**src/rtl/word_alert_ctrl_pkg.sv**
```systemverilog
// word_alert_ctrl_pkg
// Shared types and default timing for the keyword alert controller.
// Contents: alert FSM state enum, 50 MHz default timing constants
// (4 kHz tone, 1 s beep, 0.5 s holdoff, 20 bit/s serial LEDs) and a
// counter-width helper.
package word_alert_ctrl_pkg;

    typedef enum logic [1:0] {
        IDLE,
        BEEP,
        HOLDOFF
    } state_t;

    localparam int unsigned CLK_HZ               = 50_000_000;
    localparam int unsigned TONE_HZ              = 4_000;
    localparam int unsigned DEF_TONE_HALF        = CLK_HZ / (2 * TONE_HZ);
    localparam int unsigned DEF_BEEP_CYCLES      = CLK_HZ;
    localparam int unsigned DEF_HOLDOFF_CYCLES   = CLK_HZ / 2;
    localparam int unsigned DEF_SER_DIV          = CLK_HZ / 20;

    // Bits needed for a counter running 0..n-1, never less than one.
    function automatic int unsigned cw(input int unsigned n);
        return (n <= 2) ? 1 : $clog2(n);
    endfunction

endpackage

```
**src/rtl/word_alert_ctrl_if.sv**
```systemverilog
// word_alert_ctrl_if
// DP matcher result stream as seen by the alert controller.
// Signals:
//   result_dv  one-cycle strobe, result valid
//   result     1 = frame matched keyword
//   scr_i      DP score (SCR_W bits), valid with result_dv
//   len_i      DP path length (LEN_W bits), valid with result_dv
//   vad_i      voice activity from the MFCC front end
// Modports: master (matcher side, drives), slave (alert controller, receives).
interface word_alert_ctrl_if #(
    parameter int unsigned SCR_W = 24,
    parameter int unsigned LEN_W = 7
);
    logic             result_dv;
    logic             result;
    logic [SCR_W-1:0] scr_i;
    logic [LEN_W-1:0] len_i;
    logic             vad_i;

    modport master (output result_dv, result, scr_i, len_i, vad_i);
    modport slave  (input  result_dv, result, scr_i, len_i, vad_i);
endinterface

```
**src/rtl/word_alert_ctrl_led_serializer.sv**
```systemverilog
// led_serializer
// Free-running bit-serial LED display of a W-bit word.
// Frame: one high start slot, W data slots MSB-first, two low slots;
// every slot lasts SER_DIV clk cycles. data is sampled at each frame start.
// Ports:
//   clk    system clock
//   reset  asynchronous, active-high
//   data   word to display
//   ser    serial LED output (0 during reset)
module led_serializer
    import word_alert_ctrl_pkg::*;
#(
    parameter int unsigned W       = 8,
    parameter int unsigned SER_DIV = 2
) (
    input  logic         clk,
    input  logic         reset,
    input  logic [W-1:0] data,
    output logic         ser
);

    localparam int unsigned SLOTS = W + 3;
    localparam int unsigned SW    = cw(SLOTS);
    localparam int unsigned DW    = cw(SER_DIV);

    localparam logic [SW-1:0] SLOT_LAST = SW'(SLOTS - 1);
    localparam logic [SW-1:0] SLOT_DMAX = SW'(W);
    localparam logic [DW-1:0] DIV_LAST  = DW'(SER_DIV - 1);

    logic [DW-1:0] div_q, div_n;
    logic [SW-1:0] slot_q, slot_n;
    logic [W-1:0]  sh_q, sh_n;
    logic          ser_q, ser_n;

    always_comb begin
        div_n  = div_q;
        slot_n = slot_q;
        sh_n   = sh_q;
        if (div_q == DIV_LAST) begin
            div_n = '0;
            if (slot_q == SLOT_LAST) begin
                slot_n = '0;
                sh_n   = data;
            end else begin
                slot_n = slot_q + 1'b1;
                if (slot_q != '0 && slot_q <= SLOT_DMAX) begin
                    sh_n = sh_q << 1;
                end
            end
        end else begin
            div_n = div_q + 1'b1;
        end
        // Output is registered from the next slot so reset forces it low.
        if (slot_n == '0) begin
            ser_n = 1'b1;
        end else if (slot_n <= SLOT_DMAX) begin
            ser_n = sh_n[W-1];
        end else begin
            ser_n = 1'b0;
        end
    end

    // Reset parks the counters on the last tail cycle, so the first edge
    // after release starts a full-length frame and loads data.
    always_ff @(posedge clk or posedge reset) begin
        if (reset) begin
            div_q  <= DIV_LAST;
            slot_q <= SLOT_LAST;
            sh_q   <= '0;
            ser_q  <= 1'b0;
        end else begin
            div_q  <= div_n;
            slot_q <= slot_n;
            sh_q   <= sh_n;
            ser_q  <= ser_n;
        end
    end

    assign ser = ser_q;

endmodule

```
**src/rtl/word_alert_ctrl.sv**
```systemverilog
// word_alert_ctrl
// Consumer of the DP matcher result stream: confirms a keyword after HITS
// consecutive positive results, beeps the piezo with a gated square wave
// for BEEP_CYCLES, then holds off for HOLDOFF_CYCLES. Score and length of
// the confirming frame are latched and shown bit-serially on two LEDs.
// Build option: WORD_ALERT_VAD_GATE_EN -- when defined, a result strobe
// with vad_i low clears the hit counter (only voiced hits count);
// otherwise vad_i is ignored.
// Ports:
//   clk        system clock (50 MHz)
//   reset      asynchronous, active-high
//   res        result stream (word_alert_ctrl_if.slave)
//   beep       piezo drive
//   led_det    high while beeping
//   led_scr    serial latched score
//   led_len    serial latched length
//   det_count  confirmed detections, saturating at 255
//   busy       high while beeping or holding off
module word_alert_ctrl
    import word_alert_ctrl_pkg::*;
#(
    parameter int unsigned HITS           = 2,
    parameter int unsigned TONE_HALF      = DEF_TONE_HALF,
    parameter int unsigned BEEP_CYCLES    = DEF_BEEP_CYCLES,
    parameter int unsigned HOLDOFF_CYCLES = DEF_HOLDOFF_CYCLES,
    parameter int unsigned SER_DIV        = DEF_SER_DIV,
    parameter int unsigned SCR_W          = 24,
    parameter int unsigned LEN_W          = 7
) (
    input  logic                     clk,
    input  logic                     reset,
    word_alert_ctrl_if.slave         res,
    output logic                     beep,
    output logic                     led_det,
    output logic                     led_scr,
    output logic                     led_len,
    output logic [7:0]               det_count,
    output logic                     busy
);

    localparam int unsigned TMAX = (BEEP_CYCLES > HOLDOFF_CYCLES) ? BEEP_CYCLES : HOLDOFF_CYCLES;
    localparam int unsigned TW   = cw(TMAX);
    localparam int unsigned THW  = cw(TONE_HALF);

    localparam logic [TW-1:0]  BEEP_LAST = TW'(BEEP_CYCLES - 1);
    localparam logic [TW-1:0]  HOLD_LAST = TW'(HOLDOFF_CYCLES - 1);
    localparam logic [THW-1:0] TONE_LAST = THW'(TONE_HALF - 1);
    localparam logic [3:0]     HIT_LAST  = 4'(HITS - 1);

    state_t           state, state_n;
    logic [TW-1:0]    tmr, tmr_n;
    logic [THW-1:0]   tone, tone_n;
    logic             beep_q, beep_n;
    logic [3:0]       hit, hit_n;
    logic [7:0]       det, det_n;
    logic [SCR_W-1:0] scr_lat, scr_lat_n;
    logic [LEN_W-1:0] len_lat, len_lat_n;
    logic             hit_ok;

`ifdef WORD_ALERT_VAD_GATE_EN
    assign hit_ok = res.result & res.vad_i;
`else
    logic unused_vad;
    assign unused_vad = res.vad_i;
    assign hit_ok     = res.result;
`endif

    always_comb begin
        state_n   = state;
        tmr_n     = tmr;
        tone_n    = tone;
        beep_n    = beep_q;
        hit_n     = hit;
        det_n     = det;
        scr_lat_n = scr_lat;
        len_lat_n = len_lat;
        case (state)
            IDLE: begin
                tmr_n  = '0;
                tone_n = '0;
                beep_n = 1'b0;
                if (res.result_dv) begin
                    if (hit_ok) begin
                        if (hit == HIT_LAST) begin
                            scr_lat_n = res.scr_i;
                            len_lat_n = res.len_i;
                            if (det != 8'hFF) begin
                                det_n = det + 8'd1;
                            end
                            hit_n   = '0;
                            state_n = BEEP;
                        end else begin
                            hit_n = hit + 4'd1;
                        end
                    end else begin
                        hit_n = '0;
                    end
                end
            end
            BEEP: begin
                if (tmr == BEEP_LAST) begin
                    state_n = HOLDOFF;
                    tmr_n   = '0;
                    tone_n  = '0;
                    beep_n  = 1'b0;
                end else begin
                    tmr_n = tmr + 1'b1;
                    if (tone == TONE_LAST) begin
                        tone_n = '0;
                        beep_n = ~beep_q;
                    end else begin
                        tone_n = tone + 1'b1;
                    end
                end
            end
            HOLDOFF: begin
                beep_n = 1'b0;
                if (tmr == HOLD_LAST) begin
                    state_n = IDLE;
                    tmr_n   = '0;
                    hit_n   = '0;
                end else begin
                    tmr_n = tmr + 1'b1;
                end
            end
            default: begin
                state_n = IDLE;
                beep_n  = 1'b0;
            end
        endcase
    end

    always_ff @(posedge clk or posedge reset) begin
        if (reset) begin
            state   <= IDLE;
            tmr     <= '0;
            tone    <= '0;
            beep_q  <= 1'b0;
            hit     <= '0;
            det     <= '0;
            scr_lat <= '0;
            len_lat <= '0;
        end else begin
            state   <= state_n;
            tmr     <= tmr_n;
            tone    <= tone_n;
            beep_q  <= beep_n;
            hit     <= hit_n;
            det     <= det_n;
            scr_lat <= scr_lat_n;
            len_lat <= len_lat_n;
        end
    end

    assign beep      = beep_q;
    assign led_det   = (state == BEEP);
    assign busy      = (state != IDLE);
    assign det_count = det;

    led_serializer #(.W(SCR_W), .SER_DIV(SER_DIV)) u_scr_ser (
        .clk   (clk),
        .reset (reset),
        .data  (scr_lat),
        .ser   (led_scr)
    );

    led_serializer #(.W(LEN_W), .SER_DIV(SER_DIV)) u_len_ser (
        .clk   (clk),
        .reset (reset),
        .data  (len_lat),
        .ser   (led_len)
    );

endmodule

```
**src/flat_wrapper.sv**
```systemverilog
// flat-port wrapper written by rule: the top's interface ports become plain ports
module word_alert_ctrl_flat import word_alert_ctrl_pkg::*;
#(
    parameter int unsigned HITS           = 2,
    parameter int unsigned TONE_HALF      = DEF_TONE_HALF,
    parameter int unsigned BEEP_CYCLES    = DEF_BEEP_CYCLES,
    parameter int unsigned HOLDOFF_CYCLES = DEF_HOLDOFF_CYCLES,
    parameter int unsigned SER_DIV        = DEF_SER_DIV,
    parameter int unsigned SCR_W          = 24,
    parameter int unsigned LEN_W          = 7
)
  (clk, reset, beep, led_det, led_scr, led_len, det_count, busy, res_result_dv, res_result, res_scr_i, res_len_i, res_vad_i);
  word_alert_ctrl_if #(.SCR_W(SCR_W), .LEN_W(LEN_W)) res_i ();
  input  logic clk;
  input  logic reset;
  output logic beep;
  output logic led_det;
  output logic led_scr;
  output logic led_len;
  output logic [7:0] det_count;
  output logic busy;
  input wire logic [$bits(res_i.result_dv)-1:0] res_result_dv;
  input wire logic [$bits(res_i.result)-1:0] res_result;
  input wire logic [$bits(res_i.scr_i)-1:0] res_scr_i;
  input wire logic [$bits(res_i.len_i)-1:0] res_len_i;
  input wire logic [$bits(res_i.vad_i)-1:0] res_vad_i;
  assign res_i.result_dv = res_result_dv;
  assign res_i.result = res_result;
  assign res_i.scr_i = res_scr_i;
  assign res_i.len_i = res_len_i;
  assign res_i.vad_i = res_vad_i;
  word_alert_ctrl #(.HITS(HITS), .TONE_HALF(TONE_HALF), .BEEP_CYCLES(BEEP_CYCLES), .HOLDOFF_CYCLES(HOLDOFF_CYCLES), .SER_DIV(SER_DIV), .SCR_W(SCR_W), .LEN_W(LEN_W)) u_core (.clk(clk), .reset(reset), .res(res_i), .beep(beep), .led_det(led_det), .led_scr(led_scr), .led_len(led_len), .det_count(det_count), .busy(busy));
endmodule
```
**config.mk**
```make
export PLATFORM = sky130hd
export DESIGN_NAME = word_alert_ctrl_flat
export DESIGN_NICKNAME = d
export VERILOG_FILES = /design/src/rtl/word_alert_ctrl_pkg.sv /design/src/rtl/word_alert_ctrl_if.sv /design/src/rtl/word_alert_ctrl_led_serializer.sv /design/src/rtl/word_alert_ctrl.sv /design/src/flat_wrapper.sv
export SDC_FILE = /design/constraint.sdc
export NUM_CORES = 1
export LEC_CHECK = 0
export BUFFER_PORTS_ARGS = -buffer_cell sky130_fd_sc_hd__clkbuf_2
export CORE_ASPECT_RATIO = 1.75
export CORE_MARGIN = 8
export CORE_UTILIZATION = 23
export DETAILED_ROUTE_END_ITERATION = 8
export PLACE_DENSITY = 0.37
export SLEW_MARGIN = 20
export SYNTH_ARGS = -nofsm -noshare
export SYNTH_HDL_FRONTEND = slang
export SYNTH_SLANG_ARGS = --single-unit
```
**constraint.sdc**
```tcl
create_clock -name clk -period 13.8 [get_ports clk]
set_input_delay 2.07 -clock clk [delete_from_list [all_inputs] [get_ports clk]]
set_output_delay 2.07 -clock clk [all_outputs]
set_load 0.03 [all_outputs]
```
==> metrics.txt, run 1 <==
clock buffer depth 2; warnings from Yosys 0; non-filler cells in the finished layout 1349; Max-Cap Viols 0; Hold Crit Depth 1; total CTS buffers 17; post-synthesis instance total 818; Synth Net Count 872; Final period util 25.7%; arrival time of the worst setup path approximately 1500 ps; Post-Syn Area per Cell 10.2 um^2; Slew @ Worst Pin 1040 ps; Worst-Skew Late Latency around 440 ps; vias per cell 4.64; Top FF cell, synth dfrtp_1; layout cells sized above 1 19.0%; r2r endpoint u_core.u_scr_ser.sh_q[7]$_DFFE_PP0P_; # IOs 49; ys async rst share 100%; Num Clock Sinks roughly 170; DRT iter0 DRCs 311; Pleak a little over 4 nW; Die Height ~270 um; register bit total from synthesis between 150 and 200; post-cts hold buffer count 0; reg2reg path depth 7; post-synthesis sequential area ratio 51.7%; Layout Nets 920; total die area 0.0429 mm^2; Post-synth EDFFs 0; detailed-route via count 6254; status finished, final reports clean; grt ovf 0; Starting Density 23.3%; initial antenna violation count 0; crit end category output pin; pwr dens 139 mW/mm^2; Crit Path Max Fanout 5; RR Startpoint u_core.u_scr_ser.slot_q[0]$_DFF_PP0_; core area 0.0359 mm^2; drc violations 0; hpwl dp around 15 mm; Reg2Reg Setup Slack 10850 ps; skew final ~10 ps; CTS tree built; largest net degree at the start of global routing slightly above 60; launch point of the worst hold path u_core.hit[3]$_DFFE_PP0P_; Post-CTS Setup Bufs 0; Hold EP u_core.hit[3]$_DFFE_PP0P_; Root Buffer clkbuf_16; Distinct cells, synth a little under 60; n_diodes 0; Startpoint Class flip-flop; fmax 281 MHz; Post-Route WL 21.3 mm; Util after Layout 27.3%; Fin. Hold Viols 0; commonest non-fill, non-tap cell in the layout dfrtp_1; Slew Limit Fails 0; Rel. slew slack between 30% and 40%; Worst-path clk slew 70 ps; P&R area growth vs syn 17.2%; RD Place Congestion 0.719; mapped cell area 0.00835 mm^2; WP data required 11730 ps; Min-Delay Path Class flip-flop to flip-flop; first-pass GRT wire length 35.4 mm; setup_tns 0 ps; # port buffers 47; post-layout min period 3550 ps; ANT nets after route 0; vias in the first global route 6535; overall global routing resource usage 10.4%; WL per Instance 15.8 um; Inst Count DP 1316; die width 160 um; htree depth 4; row cnt 92; drt first pass iters 4; CP Class flip-flop to output pin; most frequent cells in the layout 142 x dfrtp_1, 77 x nor2_1, 68 x nand2_1; worst vdd ir just under 90 uV; RSZ-0062 raised after global routing no; count of cells resized by post-cts repair 0; Final setup viols 0
[worst max-delay path, cell delays in order, from the launching register on]
cell and delay [ps]:
dfrtp_1 400, inv_1 80, ha_1 270, inv_1 90
clkbuf_2 200
[routing by layer]
metal | up-vias | routed length, um | GRT usage [%]
li1 | 3029 | - | -
met1 | 3135 | 8760 | 11.1
met2 | 71 | 11600 | 19.4
met3 | 19 | 571 | 2.41
met4 | 0 | 364 | 3.75
met5 | - | 0 | 0
[cell families (layout without fill, tap and decap cells)]
kind of cell	count (synthesis)	count (layout)	synth area share, %
AO/OA/AOI/OAI	160	160	11.6
XOR/XNOR	58	58	6.08
adder cells (fa/ha/maj)	18	18	2.70
buffers and inverters	55	116	2.52
flip-flops	171	171	51.7
multiplexers	45	45	5.90
AND/OR/NAND/NOR	311	311	19.6
[registers in the layout, summed over array words and instances, names as in the netlist, 7 cells and up]
register	count
u_core.tmr	26
u_core.scr_lat	24
u_core.u_scr_ser.sh_q	24
u_core.u_len_ser.div_q	22
u_core.u_scr_ser.div_q	22
u_core.tone	13
u_core.det_count	8
u_core.len_lat	7
u_core.u_len_ser.sh_q	7
[layout make-up]
class / instances / area [um^2]
clock buffers: 19 / 453
clock inverters: 13 / 164
fillers: 3843 / 26100
inverters: 27 / 106
multi-input cells: 592 / 3830
flip-flops and latches: 171 / 4320
well taps: 470 / 588
repair buffers: 57 / 330
[worst max path at each step]
stage	startpoint	depth (start not counted)	slack [ps]	endpoint
3_5_place_dp	res_result_dv	7	9990	u_core.det_count[7]$_DFFE_PP0P_
5_1_grt	u_core.state[0]$_DFFE_PP0P_	4	10150	busy
6_report	u_core.state[0]$_DFFE_PP0P_	4	10250	busy
4_1_cts	u_core.state[0]$_DFFE_PP0P_	4	10200	busy
3_3_place_gp	res_result_dv	7	10000	u_core.det_count[7]$_DFFE_PP0P_
2_1_floorplan	reset	1	7150	u_core.beep$_DFFE_PP0P_
[cell usage after synthesis (3+ instances only)]
cell      count  area, um^2
clkbuf_1     21        78.8
inv_1        27         101
xor2_1       29         254
nor3b_1       4        30.0
nor4_1        8        50.1
a21oi_1      41         205
o22ai_1      23         144
nand3_1      38         190
nand4_1      24         150
nor2b_1       5        31.3
or3_1        14        87.6
dfstp_2      29         762
a21o_1        3        22.5
mux2_2       34         383
ha_1         18         225
xnor2_1      29         254
nor3_1        6        30.0
mux2i_1      11         110
and3_1       18         113
nor4b_1       4        35.0
nor2_1       77         289
and2_1        6        37.5
a31oi_1      17         106
a22o_1        3        26.3
and4_1        9        78.8
nor4bb_1      3        30.0
o31ai_1       7        52.6
nand2_1      68         255
buf_1         4        15.0
o21ai_0      51         255
nor4_2        3        37.5
nand2b_1      9        56.3
and4b_1       3        30.0
dfrtp_1     142        3550
[per-stage QoR]
| stage | worst slack, ps | hold WS [ps] | total power [mW] | cell area [um^2] |
|---|---|---|---|---|
| after floorplan | 7150 | 446 | 0.786 | 8350 |
| after global placement | 10000 | 486 | 0.869 | 9140 |
| after detailed placement | 9990 | 484 | 0.871 | 9140 |
| after CTS | 10200 | 497 | 1.39 | 9760 |
| after global routing | 10150 | 516 | 1.45 | 9790 |
| final | 10250 | 488 | 1.36 | 9790 |
[power breakdown]
group	internal, mW	leakage (nW)	switching [mW]
Combinational	0.0988	1.63	0.150
Sequential	0.562	2.21	0.0436
Clock	0.295	0.300	0.210
Total	0.956	4.14	0.404
Note: power is estimated with default switching activity, not from simulation.
==> run 2: changes to the inputs <==
ABC_AREA = 1   (was not set)
PLACE_DENSITY = 0.38   (was 0.37)
clock period = 3.1 ns   (was 13.8 ns; I/O delays follow)
==> metrics.txt, run 2 <==
# IOs 49 (unchanged); Largest regs u_core.tmr (26), u_core.scr_lat (24), u_core.u_scr_ser.sh_q (24) (unchanged); Reg2Reg Setup Slack 730 ps (was 10850 ps); drt first pass iters 7 (was 4); skew final 12.2 ps (was 10.3 ps); CP most frequent cell nand2_1 (was inv_1); Post-Syn Area per Cell 7.61 um^2 (was 10.2 um^2); Distinct cells, synth 45 (was 59); Worst path max stage delay 540 ps (was 400 ps); detailed-route via count 7990 (was 6254); pwr dens 536 mW/mm^2 (was 139 mW/mm^2); reg2reg path depth 12 (was 7); DRT iter0 DRCs 362 (was 311); count of cells resized by post-cts repair 0 (unchanged); Post-Route WL 26.8 mm (was 21.3 mm); Pleak 5.08 nW (was 4.14 nW); Max-Cap Viols 0 (unchanged); hpwl dp 20.1 mm (was 14.8 mm); Reg area 0.00432 mm^2 (unchanged); Clk pwr share 36.8% (was 37.2%); CTS tree built (unchanged); Startpoint Class flip-flop (unchanged); Worst-path clk slew 70 ps (about the same); Fillers 4637 (was 3843); Rel. slew slack 44.3% (was 30.8%); r2r endpoint u_core.u_scr_ser.ser$_DFF_PP0_ (was u_core.u_scr_ser.sh_q[7]$_DFFE_PP0P_); Place WS 629 ps (was 9990 ps); WL per Instance 14.3 um (was 15.8 um); Synth area leaders dfrtp_1 37%, nand2_1 13%, dfstp_2 8.0% (was dfrtp_1 43%, dfstp_2 9.1%, mux2_2 4.6%); Root Buffer clkbuf_16 (unchanged); part of the power in registers 44.3% (was 44.5%); die width 170 um (was 160 um); WP data required 3480 ps (was 11730 ps); largest net degree at the start of global routing 60 (was 61); cells along the critical path ha_1 -> nand2_1 -> nor2_2 -> nand2_1 -> nor2_2 -> o211ai_4 -> buf_16 -> nand2_1 -> nand2_1 -> inv_1 -> nand2_1 -> nand2_1 (was inv_1 -> ha_1 -> inv_1 -> clkbuf_2); post-synthesis instance total 1257 (was 818); drc violations 0 (unchanged); RSZ-0062 raised after global routing no (unchanged); Synth area leader dfrtp_1 (unchanged); Slew Limit Fails 0 (unchanged); post-synthesis sequential area ratio 45.1% (was 51.7%); first-pass GRT wire length 44.0 mm (was 35.4 mm); core area 0.0414 mm^2 (was 0.0359 mm^2); most frequent cells in the layout 335 x nand2_1, 185 x inv_1, 142 x dfrtp_1 (was 142 x dfrtp_1, 77 x nor2_1, 68 x nand2_1); RD Place Congestion 0.854 (was 0.719); clock buffer depth 2 (unchanged); crit end category flip-flop (was output pin); Top reg by flops u_core.tmr (unchanged); setup slack after layout 728 ps (was 10250 ps); Power Total 5.96 mW (was 1.36 mW); top cells by count, synth 335 x nand2_1, 186 x inv_1, 142 x dfrtp_1 (was 142 x dfrtp_1, 77 x nor2_1, 68 x nand2_1); arrival time of the worst setup path 2750 ps (was 1480 ps); Post-CTS Setup Bufs 0 (unchanged); n_diodes 0 (unchanged); Final Hold Slack 160 ps (was 488 ps); post-cts hold buffer count 0 (unchanged); initial antenna violation count 0 (unchanged); fmax around 420 MHz; worst path bufs/invs 2 (was 3); htree depth 4 (unchanged); total die area 0.0487 mm^2 (was 0.0429 mm^2); Starting Density 23.1% (was 23.3%); post-layout min period between 2000 and 2500 ps; Fin. Hold Viols 0 (unchanged); Num Clock Sinks 171 (unchanged); Worst-Skew Late Latency 440 ps (about the same); number of flip-flops in the largest register 26 (unchanged); Min-Delay Path Class primary input to async pin (was flip-flop to flip-flop); ys async rst share 100% (unchanged); Final setup viols 0 (unchanged); NetSw 1.92 mW (was 404 uW); Sw Share 32.2% (was 29.7%); ANT nets after route 0 (unchanged); P&R area growth vs syn 16.1% (was 17.2%); Critical Path Stages 12 (was 4); Final period util 76.5%; Top FF cell, synth dfrtp_1 (unchanged); Logic pwr share 18.9% (was 18.3%); Synth Net Count 1311 (was 872); Post-synth EDFFs 0 (unchanged); Die Height 286 um (was 268 um); CP startpoint u_core.u_scr_ser.div_q[0]$_DFF_PP1_ (was u_core.state[0]$_DFFE_PP0P_); # port buffers 47 (unchanged); vias in the first global route 8392 (was 6535); most frequent cell after synthesis nand2_1 (was dfrtp_1); vias per cell 4.25 (was 4.64); top-area cell type share of the netlist area 37.1% (was 42.6%); worst vdd ir 302 uV (was 89.2 uV); Slew @ Worst Pin 835 ps (was 1040 ps); Int Pwr 4.04 mW (was 956 uW); grt ovf 0 (unchanged); row cnt 99 (was 92); overall global routing resource usage 11.5% (was 10.4%); footprint of the multi-input gates 0.00441 mm^2 (was 0.00383 mm^2); Worst path slowest cell dfstp_2 (was dfrtp_1); CP Class flip-flop to flip-flop (was flip-flop to output pin); Crit Path Max Fanout 31 (was 5); setup_tns 0 ps (unchanged); mapped cell area 0.00957 mm^2 (was 0.00835 mm^2); commonest non-fill, non-tap cell in the layout nand2_1 (was dfrtp_1); Setup crit end u_core.u_scr_ser.ser$_DFF_PP0_ (was busy); family with the most delay on the worst path simple AND/OR/NAND/NOR gates (was flip-flops); register bit total from synthesis 171 (unchanged); layout cells sized above 1 12.8% (was 19.0%); warnings from Yosys 0 (unchanged); Layout Nets 1364 (was 920); RR Startpoint u_core.u_scr_ser.div_q[0]$_DFF_PP1_ (was u_core.u_scr_ser.slot_q[0]$_DFF_PP0_); total CTS buffers 17 (unchanged); status finished, final reports clean (unchanged)
-- run 2: cell count changes after synthesis, moves of 15 or more --
cell	delta
nand2_1	+267
inv_1	+159
nor2_1	+60
mux2_2	-34
nand3_1	+33
nor3_1	+25
xnor2_1	-24
and3_1	-17
nand4_1	+17
xor2_1	+16
a31oi_1	-15
-- run 2: worst min path at each step --
stage | cells past startpoint | from | end | slack (ps)
floorplan | 2 | u_core.u_len_ser.sh_q[1]$_DFFE_PP0P_ | u_core.u_len_ser.sh_q[1]$_DFFE_PP0P_ | 440
global placement | 2 | u_core.u_len_ser.sh_q[4]$_DFFE_PP0P_ | u_core.u_len_ser.sh_q[4]$_DFFE_PP0P_ | 460
detailed placement | 2 | u_core.scr_lat[20]$_DFFE_PP0P_ | u_core.scr_lat[20]$_DFFE_PP0P_ | 460
CTS | 2 | reset | u_core.u_scr_ser.div_q[15]$_DFF_PP0_ | 170
global route | 2 | reset | u_core.u_scr_ser.div_q[15]$_DFF_PP0_ | 190
finish | 2 | reset | u_core.u_scr_ser.div_q[12]$_DFF_PP0_ | 160
-- run 2: cell type report --
type / count / share of cell area, %
clock buffer: 20 / 4.02
inverter: 194 / 6.60
multi-input combinational: 868 / 39.7
clock inverter: 12 / 1.27
sequential: 171 / 38.8
timing repair buffer: 58 / 3.38
tap: 555 / 6.25
-- run 2: cell families (layout without fill, tap and decap cells) --
kind of cell	Yosys count	count (layout)	synth area share [%]
multiplexers	1	1	0.105
buffers and inverters	218	284	9.01
AO/OA/AOI/OAI	141	141	8.69
AND/OR/NAND/NOR	658	658	30.2
XOR/XNOR	50	50	4.58
flip-flops	171	171	45.1
adder cells (fa/ha/maj)	18	18	2.35
-- run 2: power groups by stage --
stage | combinational (mW) | sequential, mW | clock [mW]
global route | 1.30 | 2.67 | 2.37
finish | 1.13 | 2.64 | 2.19
detailed placement | 1.17 | 2.68 | 0
global placement | 1.16 | 2.68 | 0
CTS | 1.18 | 2.64 | 2.29
floorplan | 0.822 | 2.68 | 0
-- run 2: metrics by stage --
step	instances	instance area (um^2)	utilization, %
6_report	1878	11100	26.9
5_1_grt	1878	11100	26.9
4_1_cts	1877	11100	26.8
3_5_place_dp	1845	10500	25.4
3_3_place_gp	1845	10500	25.4
2_1_floorplan	1257	9570	-
-- run 2: routing by layer --
layer	track usage, %	part of all wire (%)
met2	22.4	56
met5	0	0
met4	5.39	3.2
met1	11.4	38
met3	2.13	2.1
